[src/rtl/demux_pkg.sv]
// Shared types and helpers for the 4-bit 1:4 demux dispatcher.
// Channel indices wrap naturally because ch_idx_t is exactly CH_W bits wide.
package demux_pkg;

  localparam int NUM_CH = 4;
  localparam int CH_W   = 2;
  localparam int DATA_W = 4;

  typedef logic [CH_W-1:0] ch_idx_t;

  typedef enum logic {
    MODE_EXPLICIT = 1'b0,
    MODE_RR       = 1'b1
  } disp_mode_t;

  // First free channel scanning ptr, ptr+1, ... (mod NUM_CH); ptr itself when none is free.
  // Scanning from the far end lets the nearest free channel overwrite the result last.
  function automatic ch_idx_t rr_pick(input logic [NUM_CH-1:0] free, input ch_idx_t ptr);
    ch_idx_t idx;
    rr_pick = ptr;
    for (int k = NUM_CH - 1; k >= 0; k--) begin
      idx = ptr + ch_idx_t'(k);
      if (free[idx]) begin
        rr_pick = idx;
      end
    end
  endfunction

endpackage

[src/rtl/demux_4bit.sv]
// Combinational 4-bit 1:4 demultiplexer: data_in appears on the selected output,
// every other output is driven to zero.
module demux_4bit
  import demux_pkg::*;
(
  input  logic [CH_W-1:0]   sel,
  input  logic [DATA_W-1:0] data_in,
  output logic [DATA_W-1:0] y0,
  output logic [DATA_W-1:0] y1,
  output logic [DATA_W-1:0] y2,
  output logic [DATA_W-1:0] y3
);

  always_comb begin
    y0 = '0;
    y1 = '0;
    y2 = '0;
    y3 = '0;
    case (sel)
      2'd0:    y0 = data_in;
      2'd1:    y1 = data_in;
      2'd2:    y2 = data_in;
      default: y3 = data_in;
    endcase
  end

endmodule

[src/rtl/demux_dispatcher.sv]
// Routes a valid/ready 4-bit stream into four one-entry output slots, either by
// explicit destination or round-robin, and counts accepted beats.
//
// Handshake: a beat moves when valid && ready are both high at a rising edge.
// Ready never depends on the same port's valid; a slot being drained this cycle
// counts as free, so a channel can sustain one beat per cycle.
module demux_dispatcher
  import demux_pkg::*;
#(
  parameter bit RR_SKIP_FULL = 1'b1,
  parameter int CNT_W        = 16
) (
  input  logic                     clk,
  input  logic                     rst_n,
  input  logic                     en,
  input  logic                     mode,
  input  logic                     in_valid,
  output logic                     in_ready,
  input  logic [DATA_W-1:0]        in_data,
  input  logic [CH_W-1:0]          in_dest,
  output logic [NUM_CH-1:0]        out_valid,
  input  logic [NUM_CH-1:0]        out_ready,
  output logic [NUM_CH*DATA_W-1:0] out_data,
  output logic [CH_W-1:0]          sel_o,
  output logic [CNT_W-1:0]         accept_cnt
);

  logic [NUM_CH-1:0]              r_slot_valid;
  logic [NUM_CH-1:0][DATA_W-1:0]  r_slot_data;
  ch_idx_t                        r_rr_ptr;
  logic [CNT_W-1:0]               r_accept_cnt;

  disp_mode_t                     w_mode;
  logic [NUM_CH-1:0]              w_free;
  ch_idx_t                        w_target;
  logic                           w_ready;
  logic                           w_accept;
  logic [NUM_CH-1:0][DATA_W-1:0]  w_load;

  assign w_mode = disp_mode_t'(mode);
  assign w_free = ~r_slot_valid | out_ready;

  always_comb begin
    w_target = r_rr_ptr;
    if (w_mode == MODE_EXPLICIT) begin
      w_target = in_dest;
    end else if (RR_SKIP_FULL) begin
      w_target = rr_pick(w_free, r_rr_ptr);
    end
  end

  // rst_n gates ready directly so nothing is offered while reset is held.
  assign w_ready  = rst_n && en && w_free[w_target];
  assign w_accept = in_valid && w_ready;

  demux_4bit u_demux (
    .sel     (w_target),
    .data_in (in_data),
    .y0      (w_load[0]),
    .y1      (w_load[1]),
    .y2      (w_load[2]),
    .y3      (w_load[3])
  );

  // Reload wins over drain so a simultaneous drain/reload keeps the slot valid.
  always_ff @(posedge clk or negedge rst_n) begin
    if (!rst_n) begin
      r_slot_valid <= '0;
      r_slot_data  <= '0;
    end else begin
      for (int i = 0; i < NUM_CH; i++) begin
        if (w_accept && (w_target == ch_idx_t'(i))) begin
          r_slot_valid[i] <= 1'b1;
          r_slot_data[i]  <= w_load[i];
        end else if (r_slot_valid[i] && out_ready[i]) begin
          r_slot_valid[i] <= 1'b0;
          r_slot_data[i]  <= '0;
        end
      end
    end
  end

  always_ff @(posedge clk or negedge rst_n) begin
    if (!rst_n) begin
      r_rr_ptr     <= '0;
      r_accept_cnt <= '0;
    end else if (w_accept) begin
      r_accept_cnt <= r_accept_cnt + CNT_W'(1);
      if (w_mode == MODE_RR) begin
        r_rr_ptr <= w_target + ch_idx_t'(1);
      end
    end
  end

  assign in_ready   = w_ready;
  assign out_valid  = r_slot_valid;
  assign out_data   = r_slot_data;
  assign sel_o      = w_target;
  assign accept_cnt = r_accept_cnt;

endmodule
[config.mk]
export PLATFORM = sky130hd
export DESIGN_NAME = demux_dispatcher
export DESIGN_NICKNAME = d
export VERILOG_FILES = /design/src/rtl/demux_pkg.sv /design/src/rtl/demux_4bit.sv /design/src/rtl/demux_dispatcher.sv
export SDC_FILE = /design/constraint.sdc
export NUM_CORES = 1
export LEC_CHECK = 0
export CAP_MARGIN = 0
export CORE_ASPECT_RATIO = 1.75
export CORE_UTILIZATION = 50
export CTS_BUF_LIST = sky130_fd_sc_hd__clkbuf_4 sky130_fd_sc_hd__clkbuf_8
export DETAILED_ROUTE_END_ITERATION = 6
export PLACE_DENSITY = 0.82
export SLEW_MARGIN = 15
export SYNTH_ARGS = -nofsm -noshare
export SYNTH_HDL_FRONTEND = slang
export SYNTH_HIERARCHICAL = 1
export SYNTH_SLANG_ARGS = --single-unit
[constraint.sdc]
create_clock -name clk -period 3.97 [get_ports clk]
set_clock_uncertainty 0.1 [all_clocks]
set_input_delay 0.9925 -clock clk [delete_from_list [all_inputs] [get_ports clk]]
set_output_delay 0.9925 -clock clk [all_outputs]
set_load 0.05 [all_outputs]
==> impl_metrics.csv, run 1 <==
group,metric,value,unit
global_routing,grt_pass1_vias,1807,
cells_and_area,post_route_cells_drive_above_1_share,0.2289,
placed_design,dp_hpwl,3743,um
route,antenna_violating_nets_post_route,0,
die,num_rows,31,
route,firstDrtPassIters,4,
critical_path,worstPathMaxFanout,3,
route,detail_route.wl_per_cell,15.29,um
timing,worst_path_setup_slack_after_routing,0.06677,ns
placed_design,place.port_buffers,53,
timing,tns,0,ns
cts,cts_root_cell,"clkbuf_8",
route,total_length_of_routed_wires,5093,um
global_routing,antenna_found_initial,0,
power,worst_ir_drop_vdd,0.6198,mV
synthesis,leading_register_cell_type_out_of_synthesis,"dfrtp_1",
critical_path,worstSetupStartpointType,"primary input",
timing,max_slew_margin,0.6591,
global_routing,grt_first_pass_wirelength,8376,um
cts,clk_latency,0.28,ns
global_routing,grtUsageTotal,0.2482,
synthesis,top_cells_by_count_synth,"dfrtp_1 (38), nand2_1 (30), inv_1 (19)",
global_routing,gr-total-overflow,0,
cts,cts_hold_buf,0,
synthesis,synth.most_common_cell,"dfrtp_1",
job,timing.max_cap.violations,0,
synthesis,synth_seq_cells,38,
die,top_level_ports,54,
die,core-area,4150,um^2
critical_path,required,2.88,ns
timing,period_minus_slack,3.903,ns
route,drc,0,
synthesis,synth_enable_flop_cells,0,
critical_path,cp-end-kind,"primary output",
global_routing,pin_count_of_the_biggest_net_entering_global_routing,35,
cts,cts_tree,"done",
synthesis,top_cells_by_area_synth,"dfrtp_1 (44%), mux2i_1 (7.4%), nand2_1 (5.2%), xnor2_1 (4.9%), and3_1 (3.5%)",
placed_design,globalplace.congestion,0.8192,
die,die-height,89.04,um
timing,report.final.hold_viol_count,0,
cells_and_area,syn_to_layout_area_delta,38.84,%
cts,cts_buffer_depth,2,
synthesis,synthesis.nets,232,
synthesis,postSynth.asyncResetShare,1.000,
outcome,result_of_the_run,"finished, final reports clean",
cells_and_area,fillers,329,
critical_path,cp_data_arrival_time,2.81,ns
die,width_of_the_chip,51.74,um
cells_and_area,fin_nets,304,
timing,setup_repair_after_global_routing_missed_its_margin,"no",
placed_design,preCtsSetupSlack,-0.3436,ns
synthesis,avgSynthCellArea,10.21,um^2
cts,cts_num_sinks,38,
synthesis,synth_top_cell_area_share,0.4393,
route,num_vias,1761,
timing,tightestPinTransition,0.5098,ns
synthesis,synth_largest_area_cell,"dfrtp_1",
route,detail_route.iter0.violations,11,
timing,clock.fmax,256.2,MHz
route,vias_per_cell,5.288,
power,pwr_density_cell,512.6,nW/um^2
critical_path,worstRegToRegCells,10,
synthesis,synth.yosys.seq_area_share,0.4393,
cts,cts.clk_slew.worst_paths,0.07,ns
cts,cts_made_buffers,5,
timing,finalSetupViolations,0,
synthesis,yosysUniqueCellTypes,42,
worst_hold_path,hold_depth,1,
die,starting_density_of_the_core,0.5216,
power,leakage,1.461,nW
cells_and_area,antennaDiodeCount,0,
timing,finalCritPeriodShare,0.9832,
die,floorplan.die_area,4606,um^2
critical_path,timing.setup.critical_path_class,"primary input to primary output",
worst_hold_path,hold_path_class,"flip-flop to flip-flop",
synthesis,synthesis.yosys.warnings,6,
power,power.total,1.541,mW
cts,htree_levels,2,
timing,drv_slew,0,
synthesis,netlist_instances,212,
synthesis,mappedNetlistArea,2165,um^2
[through the flow]
stage | util | instances | hold slack [ns] | cell area [um^2]
floorplan | - | 212 | 0.4857 | 2192
global placement | 0.6889 | 321 | 0.3798 | 2859
detailed placement | 0.6889 | 321 | 0.3862 | 2859
CTS | 0.7238 | 333 | 0.3991 | 3004
global route | 0.7241 | 333 | 0.4242 | 3005
finish | 0.7241 | 333 | 0.3969 | 3005
[report_power, final]
group | leakage, nW | internal (mW) | switching (mW)
clock network | 0.0452 | 0.135 | 0.131
registers | 0.515 | 0.464 | 0.0879
logic | 0.901 | 0.283 | 0.439
[cell type report]
cell class,count,area [um^2],share of cell area
tap,49,61.31,0.02040
multi-input combinational,148,1152,0.3834
sequential,38,950.9,0.3164
timing repair buffer,72,685.7,0.2281
clock buffer,7,83.83,0.02789
inverter,19,71.32,0.02373
[cell families (layout without fill, tap and decap cells)]
logic type	Yosys count	count (layout)	synth area share
AND/OR/NAND/NOR	93	93	0.2584
AO/OA/AOI/OAI	14	14	0.04913
XOR/XNOR	16	16	0.06474
multiplexers	20	20	0.1029
buffers and inverters	26	98	0.05665
adder cells (fa/ha/maj)	5	5	0.02890
flip-flops	38	38	0.4393
[layout by cell type, fill, tap and decap left out, types with 3 or more instances in the layout]
cell / Yosys / final
nand4_1: 7 / 7
inv_1: 19 / 19
buf_2: 2 / 3
dfrtp_1: 38 / 38
nor2_1: 4 / 3
mux2i_1: 16 / 16
xnor2_1: 12 / 12
and2_1: 4 / 4
nor3b_1: 5 / 4
buf_12: 0 / 3
nand2_2: 4 / 4
nand2_1: 30 / 30
nand3_1: 3 / 3
nand2b_4: 1 / 3
clkdlybuf4s50_1: 0 / 45
clkbuf_8: 0 / 5
xor2_1: 4 / 4
ha_1: 5 / 5
and3b_2: 6 / 6
buf_4: 0 / 17
and3_1: 12 / 12
[worst max-delay path: stages]
cell and delay, ns:
clkbuf_2 0.09, nand2b_4 0.14, a2111o_1 0.39, and3_4 0.19, and4_4 0.14, a211o_4 0.27
mux4_2 0.33, nor2_4 0.13, buf_12 0.14
[sequential cells by signal (all words and copies together), names as in the netlist]
name        count
accept_cnt     16
out_data       16
out_valid       4
r_rr_ptr        2
[path summary, 6_finish.rpt]
| kind | start | end | slack, ns |
|---|---|---|---|
| max in group asynchronous | rst_n | out_data[11]$_DFFE_PN0P_ | 2.66 |
| setup / recovery | out_ready[2] | in_ready | 0.07 |
| hold reg to reg | accept_cnt[10]$_DFFE_PN0P_ | accept_cnt[10]$_DFFE_PN0P_ | 0.40 |
| setup reg to reg | out_valid[1]$_DFFE_PN0P_ | accept_cnt[6]$_DFFE_PN0P_ | 0.99 |
| min in group asynchronous | rst_n | out_valid[1]$_DFFE_PN0P_ | 0.43 |
| hold / removal | accept_cnt[10]$_DFFE_PN0P_ | accept_cnt[10]$_DFFE_PN0P_ | 0.40 |
[what timing repair did]
action,CTS,global route
pin swaps,5,6
endpoints found under the hold margin,0,0
buffers inserted,5,0
endpoints found under the setup margin,2,1
gates resized for setup,19,7
[metal layers]
layer  vias to the layer above  GRT usage  part of all wire
met3                         6    0.05272             0.038
met5                         -          0                 0
li1                        861          -                 -
met4                         0    0.07371             0.014
met1                       848     0.2659              0.40
met2                        46     0.4734              0.55
(Power assumes the default switching activity.)
==> run 2, diff against run 1 <==
--- a/config.mk
+++ b/config.mk
@@ -5,12 +5,13 @@
 export SDC_FILE = /design/constraint.sdc
 export NUM_CORES = 1
 export LEC_CHECK = 0
+export ABC_CLOCK_PERIOD_IN_PS = 3970
 export CAP_MARGIN = 0
 export CORE_ASPECT_RATIO = 1.75
 export CORE_UTILIZATION = 50
 export CTS_BUF_LIST = sky130_fd_sc_hd__clkbuf_4 sky130_fd_sc_hd__clkbuf_8
 export DETAILED_ROUTE_END_ITERATION = 6
-export PLACE_DENSITY = 0.82
+export PLACE_DENSITY = 0.79
 export SLEW_MARGIN = 15
 export SYNTH_ARGS = -nofsm -noshare
 export SYNTH_HDL_FRONTEND = slang
==> impl_metrics.csv, run 2 (synthesis gave the netlist of run 1 again) <==
group,metric,value,unit
outcome,result_of_the_run,"finished, final reports clean",
die,core-area,4150,um^2
critical_path,worstPathMaxFanout,3,
power,pwr_density_cell,552.7,nW/um^2
route,firstDrtPassIters,4,
route,detail_route.wl_per_cell,14.84,um
route,num_vias,1806,
critical_path,worstRegToRegCells,10,
die,die-height,89.04,um
critical_path,worstSetupStartpointType,"primary input",
placed_design,place.port_buffers,53,
global_routing,pin_count_of_the_biggest_net_entering_global_routing,29,
cells_and_area,syn_to_layout_area_delta,39.83,%
critical_path,cp-end-kind,"primary output",
worst_hold_path,hold_path_class,"flip-flop to flip-flop",
critical_path,required,2.88,ns
die,num_rows,31,
route,antenna_violating_nets_post_route,0,
critical_path,cp_num_buf_inv,2,
timing,clock.fmax,254.3,MHz
route,route.top_layer_used,"met4",
die,starting_density_of_the_core,0.5216,
die,floorplan.die_area,4606,um^2
cells_and_area,antennaDiodeCount,0,
placed_design,preCtsSetupSlack,-0.3140,ns
cells_and_area,layout.cells.most_common,"clkdlybuf4s50_1",
critical_path,cpLargestDelayFamily,"compound AO/OA/AOI/OAI gates",
cts,htree_levels,2,
critical_path,crit_cells,9,
critical_path,cpPeakStageDelay,0.38,ns
placed_design,globalplace.congestion,0.8020,
critical_path,worstSetupStartpoint,"out_ready[2]",
cts,cts_num_sinks,38,
global_routing,grt_pass1_vias,1854,
cells_and_area,post_route_cells_drive_above_1_share,0.2171,
cells_and_area,multi_input_comb_area,1150,um^2
timing,tightestPinTransition,0.5140,ns
critical_path,worstSetupEndpoint,"in_ready",
route,total_length_of_routed_wires,4896,um
critical_path,cp_data_arrival_time,2.84,ns
timing,fin_worst_hold_slack,0.3851,ns
die,top_level_ports,54,
global_routing,antenna_found_initial,0,
timing,period_minus_slack,3.932,ns
die,width_of_the_chip,51.74,um
timing,setup_repair_after_global_routing_missed_its_margin,"no",
timing,max_slew_margin,0.6563,
route,drc,0,
cts,cts_root_cell,"clkbuf_8",
global_routing,grt_first_pass_wirelength,8128,um
critical_path,worst_r2r_endpoint,"accept_cnt[6]$_DFFE_PN0P_",
cells_and_area,seqCellArea,950.9,um^2
route,detail_route.iter0.violations,29,
cts,clk_latency,0.29,ns
critical_path,timing.setup.critical_path_class,"primary input to primary output",
cells_and_area,fillers,313,
route,routed-wl-met2,2701,um
global_routing,gr-total-overflow,0,
critical_path,crit_chain,"clkbuf_2 -> nand2b_4 -> a2111o_1 -> and3_4 -> and4_4 -> a211o_4 -> mux4_2 -> nor2_4 -> buf_12",
job,timing.max_cap.violations,0,
critical_path,critical-path-slowest-cell,"a2111o_1",
cts,cts_buffer_depth,2,
cts,cts_made_buffers,5,
cts,cts_hold_buf,0,
route,wl_met1,1851,um
cts,cts.clk_slew.worst_paths,0.08,ns
timing,finalCritPeriodShare,0.9904,
timing,finalSetupViolations,0,
critical_path,timing.reg2reg.setup_slack,1.07,ns
cells_and_area,mostFrequentLayoutCells,"clkdlybuf4s50_1 (45), dfrtp_1 (38), nand2_1 (30)",
global_routing,grtUsageTotal,0.2412,
timing,drv_slew,0,
cts,cts_tree,"done",
power,leakage,1.460,nW
route,dr_wl_met3,214,um
critical_path,rr_startpoint,"r_rr_ptr[0]$_DFFE_PN0P_",
timing,report.final.hold_viol_count,0,
power,worst_ir_drop_vdd,0.4503,mV
worst_hold_path,hold_depth,1,
cells_and_area,fin_nets,300,
timing,worst_path_setup_slack_after_routing,0.03801,ns
placed_design,dp_hpwl,3656,um
route,vias_per_cell,5.473,
run 2: metrics by stage:
| stage | cells | util | instance area [um^2] | power (mW) | TNS, ns |
|---|---|---|---|---|---|
| finish | 330 | 0.7293 | 3027 | 1.673 | 0 |
| CTS | 330 | 0.7296 | 3028 | 1.680 | 0 |
| floorplan | 212 | - | 2192 | 1.023 | 0 |
| global placement | 320 | 0.6871 | 2851 | 1.253 | -0.3774 |
| global route | 330 | 0.7293 | 3027 | 1.754 | 0 |
| detailed placement | 320 | 0.6871 | 2851 | 1.271 | -0.4325 |
run 2: cell type report:
cell class,count,area share
Inverter,19,0.02356
Timing Repair Buffer,68,0.2166
Sequential cell,38,0.3142
Clock buffer,5,0.02274
Tap cell,49,0.02026
Clock inverter,3,0.02274
Multi-Input combinational cell,148,0.3799
run 2: metal layers:
layer | GRT usage | vias to the layer above
met1 | 0.2374 | 892
li1 | - | 855
met4 | 0.1032 | 0
met3 | 0.04592 | 9
met2 | 0.4711 | 50
met5 | 0 | -
run 2: how the worst min path moves through the flow:
stage | to | start
final | accept_cnt[15]$_DFFE_PN0P_ | accept_cnt[15]$_DFFE_PN0P_
after CTS | accept_cnt[15]$_DFFE_PN0P_ | accept_cnt[15]$_DFFE_PN0P_
after floorplan | r_rr_ptr[1]$_DFFE_PN0P_ | r_rr_ptr[1]$_DFFE_PN0P_
after detailed placement | accept_cnt[15]$_DFFE_PN0P_ | accept_cnt[15]$_DFFE_PN0P_
after global routing | accept_cnt[15]$_DFFE_PN0P_ | accept_cnt[15]$_DFFE_PN0P_
after global placement | accept_cnt[15]$_DFFE_PN0P_ | accept_cnt[15]$_DFFE_PN0P_
run 2: timing repair:
item / in CTS / in global routing
gates cloned: 0 / 0
gates resized for setup: 21 / 6
setup buffers: 2 / 0
pin swaps: 7 / 5
setup endpoints to repair: 2 / 1
run 2: power breakdown:
group | internal (mW) | total [mW] | switching, mW
sequential | 0.464 | 0.553 | 0.0896
combinational | 0.282 | 0.719 | 0.437
clock | 0.252 | 0.400 | 0.148
run 2: worst register-to-register path, cell delays in order, from the launching register on:
cell and delay [ns]:
dfrtp_1 0.58, nor4bb_2 0.29, a32oi_1 0.08, and3_4 0.21, and4_4 0.18, a211o_4 0.31, buf_4 0.21, mux2i_2 0.30
buf_4 0.23, and3_1 0.17, xor2_1 0.16
